[src/rtl/mem_port_arbiter.sv]
// Two-port arbiter for a shared 16-bit memory port: instruction fetch (port 0) and data (port 1).
// Define ARB_FIXED_PRI_EN for fixed port-0 priority; the default is a round-robin tie-break.
module mem_port_arbiter #(
  parameter int DATA_W  = 16,
  parameter int ADDR_W  = 16,
  parameter int MEM_LAT = 2
) (
  input  logic              clock,
  input  logic              reset_n,
  input  logic              req0,
  input  logic              req1,
  input  logic              we0,
  input  logic              we1,
  input  logic [ADDR_W-1:0] addr0,
  input  logic [ADDR_W-1:0] addr1,
  input  logic [DATA_W-1:0] wdata0,
  input  logic [DATA_W-1:0] wdata1,
  input  logic [DATA_W-1:0] mem_rdata,
  output logic              gnt0,
  output logic              gnt1,
  output logic              done0,
  output logic              done1,
  output logic [DATA_W-1:0] rdata,
  output logic              mem_sel,
  output logic [ADDR_W-1:0] mem_addr,
  output logic [DATA_W-1:0] mem_wdata,
  output logic              mem_we,
  output logic              busy,
  output logic [1:0]        state_dbg
);

  // Handshake: a requester raises reqN with we/addr/wdata valid and holds req until
  // its doneN pulse; inputs are sampled only at grant, and req must drop in the DONE
  // cycle, otherwise it is taken as a fresh request in the following IDLE cycle.

  typedef enum logic [1:0] {
    IDLE   = 2'd0,
    ACCESS = 2'd1,
    DONE   = 2'd2
  } state_t;

  localparam logic [3:0] CNT_INIT = 4'(MEM_LAT - 1);

  state_t     state;
  state_t     state_nxt;
  logic [3:0] cnt;
  logic       we_q;
  logic       last;
  logic       win;
  logic       start;

  assign state_dbg = state;
  assign start     = (state == IDLE) && (req0 || req1);

`ifdef ARB_FIXED_PRI_EN
  assign win = ~req0;
`else
  // On a tie the port that did not win the previous tie goes first.
  assign win = (req0 && req1) ? ~last : req1;
`endif

  always_ff @(posedge clock or negedge reset_n) begin
    if (!reset_n) state <= IDLE;
    else          state <= state_nxt;
  end

  always_comb begin
    state_nxt = state;
    case (state)
      IDLE:    if (start) state_nxt = ACCESS;
      ACCESS:  if (cnt == 4'd0) state_nxt = DONE;
      DONE:    state_nxt = IDLE;
      default: state_nxt = IDLE;
    endcase
  end

  always_comb begin
    gnt0   = 1'b0;
    gnt1   = 1'b0;
    done0  = 1'b0;
    done1  = 1'b0;
    mem_we = 1'b0;
    busy   = 1'b0;
    case (state)
      ACCESS: begin
        gnt0   = ~mem_sel;
        gnt1   = mem_sel;
        mem_we = we_q;
        busy   = 1'b1;
      end
      DONE: begin
        done0 = ~mem_sel;
        done1 = mem_sel;
        busy  = 1'b1;
      end
      default: ;
    endcase
  end

  // Request fields are captured once at grant and held through IDLE so the
  // memory side never sees the select or address glitch between accesses.
  always_ff @(posedge clock or negedge reset_n) begin
    if (!reset_n) begin
      cnt       <= 4'd0;
      we_q      <= 1'b0;
      last      <= 1'b1;
      mem_sel   <= 1'b0;
      mem_addr  <= '0;
      mem_wdata <= '0;
      rdata     <= '0;
    end else if (start) begin
      mem_sel   <= win;
      mem_addr  <= win ? addr1 : addr0;
      mem_wdata <= win ? wdata1 : wdata0;
      we_q      <= win ? we1 : we0;
      cnt       <= CNT_INIT;
`ifndef ARB_FIXED_PRI_EN
      if (req0 && req1) last <= win;
`endif
    end else if (state == ACCESS) begin
      if (cnt == 4'd0) begin
        if (!we_q) rdata <= mem_rdata;
      end else begin
        cnt <= cnt - 4'd1;
      end
    end
  end

endmodule

[config.mk]
export PLATFORM = sky130hd
export DESIGN_NAME = mem_port_arbiter
export DESIGN_NICKNAME = d
export VERILOG_FILES = /design/src/rtl/mem_port_arbiter.sv
export SDC_FILE = /design/constraint.sdc
export NUM_CORES = 1
export LEC_CHECK = 0
export ABC_CLOCK_PERIOD_IN_PS = 2100
export CELL_PAD_IN_SITES_DETAIL_PLACEMENT = 0
export CELL_PAD_IN_SITES_GLOBAL_PLACEMENT = 1
export CORE_MARGIN = 3
export CORE_UTILIZATION = 25
export CTS_BUF_LIST = sky130_fd_sc_hd__clkbuf_16
export CTS_CLUSTER_DIAMETER = 50
export DETAILED_ROUTE_END_ITERATION = 12
export HOLD_SLACK_MARGIN = 0.08
export PLACE_DENSITY = 0.85
export SYNTH_ARGS = -nofsm -noshare
export SYNTH_HDL_FRONTEND = slang
export SYNTH_SLANG_ARGS = --single-unit
export TNS_END_PERCENT = 50
[constraint.sdc]
create_clock -name clock -period 2.1 [get_ports clock]
set_input_delay 0.21 -clock clock [delete_from_list [all_inputs] [get_ports clock]]
set_output_delay 0.21 -clock clock [all_outputs]
set_load 0.05 [all_outputs]
==> flow_summary.yaml <==
logic_synthesis:
  yosys_register_bits: 57
  ys_warn_count: 0
  syn_area_um2: 2570
  yosys.area_share.adder: 0.0243
  synthArstFlopShare: 1.00
  synth_nets: 357
  muxShareOfSynthArea: 0.0739
  yosysUniqueCellTypes: 32
  synth_area_per_cell_um2: 9.68
  synth_top_family_by_area: "compound AO/OA/AOI/OAI gates"
  yosysSeqAreaShare: 0.555
  synth_compound_area_frac: 0.165
  synthXorXnorAreaFrac: 0.00340
  synth_edf_count: 0
  syn_inst: 266
  synthSimpleGateAreaFrac: 0.145
  yosys_most_used_dff: "dfrtp_1"
layout:
  nFillCells: 951
  regArea_um2: 1430
  final_core_util: 0.456
  multi_input_area_um2: 1090
  area.growth.synth_to_final_pct: 75.4
  drive_gt1_frac: 0.139
  design_area_um2: 4510
  diodes: 0
  fin_nets: 504
  layoutNonFillerInstCount: 551
clocking:
  root_buffer: "clkbuf_16"
  cts_setup_buffers: 0
  clk_latency_ps: 320
  cts_tree: "built"
  clkSlewWorstSetupHoldPaths_ps: 50
  cts_hold_buf: 1
  cts.sink_count: 57
  h-tree-depth: 3
  cts_resized: 0
  numCtsBuffers: 9
  clockBufferDepth: 2
timing:
  setup_viol: 0
  tns_ps: 0
  slew-limit-headroom: 0.515
  fin_crit_ps: 1980
  fin_hold_ws_ps: 235
  slew_violations: 0
  skew_ps: 5.10
  tightest_slew_ps: 728
  fin_crit_sh: 0.942
  fmaxAchievable_ghz: 0.506
  grt_setup_unrepaired: "false"
  hold_viol: 0
job:
  drv_cap: 0
floorplanning:
  rows: 36
  dieArea_um2: 11500
  die_y_um: 107
  core_um2: 9910
  ioPinCount: 143
  fp.dieW_um: 107
  start_util: 0.260
worst_setup_path:
  criticalPathCategory: "register to register"
  crit_path_cell_trace: "inv_1 > ha_1 > or3b_4 > nor4_4 > buf_12 > mux2_2"
  crit_required_ps: 2300
  critical_path_arrival_ps: 2170
  slowest_stage: "or3b_4"
  worstPathMaxFanout: 16
  slowest_delay_ps: 410
  end_kind: "register"
  cp-start-kind: "register"
grt:
  grt_pass1_wl_um: 12800
  antenna_found_initial: 0
  grt_usage: 0.141
  grt_pass1_vias: 2592
  grt_max_degree: 55
  grt-ovfl-total: 0
placement:
  gp_congestion: 0.752
  port_buffers: 142
  place_area_um2: 4210
  place_hpwl_um: 5670
  dp.cells: 534
detailed_routing:
  wl_per_cell_um: 14.5
  post-route-drc-count: 0
  ant_nets: 0
  first_iter_violations: 101
  vias: 2503
  drtPass1Iterations: 4
  drt-total-wl_um: 7970
  viasPerCell: 4.54
power:
  vdd_drop_max_mv: 0.809
  power_density_nw_per_um2: 1850
  p_leak_nw: 1.87
outcome:
  status: "complete, no violations"
min_path:
  hold_path_class: "input pin to async pin"
## cell usage after synthesis, types with 2 or more instances
cell type | n | share of area
a21oi_1 | 70 | 0.14
and2_1 | 3 | 0.0073
clkbuf_1 | 14 | 0.020
dfrtp_1 | 56 | 0.54
ha_1 | 5 | 0.024
inv_1 | 5 | 0.0073
mux2_2 | 16 | 0.070
nand2_1 | 37 | 0.054
nand3_1 | 2 | 0.0039
nor2_1 | 34 | 0.050
nor3_1 | 2 | 0.0039
o21ai_0 | 2 | 0.0039
## path summary, 6_finish.rpt
| path | startpoint | to | slack (ps) | cells past startpoint |
|---|---|---|---|---|
| max | cnt[0]$_DFFE_PN0P_ | rdata[12]$_DFFE_PN0P_ | 120 | 6 |
| max reg2reg | cnt[0]$_DFFE_PN0P_ | rdata[12]$_DFFE_PN0P_ | 120 | 6 |
| min in group clock | wdata0[15] | mem_wdata[15]$_DFFE_PN0P_ | 430 | 3 |
| max in group asynchronous | reset_n | last$_DFFE_PN1P_ | 1330 | 3 |
| min | reset_n | rdata[14]$_DFFE_PN0P_ | 240 | 2 |
| min reg2reg | rdata[1]$_DFFE_PN0P_ | rdata[1]$_DFFE_PN0P_ | 510 | 1 |
## flip-flops by register name (all words and copies together) (netlist names)
| signal | count |
|---|---|
| cnt | 4 |
| last | 1 |
| mem_addr | 16 |
| mem_sel | 1 |
| mem_wdata | 16 |
| rdata | 16 |
| state_dbg | 2 |
| we_q | 1 |
## cells in the final DEF (no fill, tap or decap), types with 2 or more instances in the layout
| master | synthesis | final |
|---|---|---|
| and2_1 | 3 | 3 |
| clkdlybuf4s50_1 | 0 | 135 |
| dfrtp_1 | 56 | 54 |
| dfrtp_2 | 0 | 2 |
| nor2_1 | 34 | 34 |
| ha_1 | 5 | 3 |
| clkbuf_16 | 0 | 9 |
| buf_12 | 0 | 3 |
| clkinvlp_4 | 0 | 2 |
| nand3_1 | 2 | 2 |
| nand2_1 | 37 | 37 |
| ha_2 | 0 | 2 |
| mux2_2 | 16 | 16 |
| clkinv_4 | 0 | 2 |
| inv_1 | 5 | 5 |
| nor3_1 | 2 | 2 |
| buf_4 | 0 | 12 |
| a21oi_1 | 70 | 70 |
## cell type report
class	count	share of cell area
repair buffers	152	0.336
multi-input cells	188	0.241
clock buffers	9	0.0499
flip-flops and latches	57	0.317
well taps	133	0.0369
inverters	5	0.00416
clock inverters	7	0.0158
## cells by family (layout without fill, tap and decap cells)
kind of cell,Yosys count,after routing
flip-flops,57,57
AO/OA/AOI/OAI,80,80
XOR/XNOR,1,1
buffers and inverters,21,173
AND/OR/NAND/NOR,85,85
multiplexers,17,17
adder cells (fa/ha/maj),5,5
## power by group
part | internal (mW) | total, mW | switching (mW)
clock network | 0.914 | 1.42 | 0.506
logic | 1.73 | 4.93 | 3.20
registers | 1.68 | 2.02 | 0.340
total | 4.32 | 8.36 | 4.05
## worst max-delay path, delay by kind of cell (launching register included)
kind | cells | cell delay (ps)
flops | 1 | 390
buf+inv | 2 | 290
mux | 1 | 340
fa+ha+maj | 1 | 160
simple gates | 2 | 680
## metrics by stage
| step | total power, mW | setup slack (ps) |
|---|---|---|
| finish | 8.36 | 122 |
| global route | 8.86 | 5.05 |
| CTS | 8.47 | 117 |
| detailed placement | 6.99 | 128 |
| global placement | 6.91 | 171 |
| floorplan | 5.22 | 15.0 |
## layer usage
metal  wire [µm]  global-route usage  up-vias  part of all wire
li1            -                   -     1195                 -
met1        3470               0.175     1199              0.43
met2        3830               0.236      100              0.48
met3         583              0.0438        9             0.073
met4          95              0.0406        0             0.012
met5           0                   0        -                 0
Power figures use the tool's default switching activity.
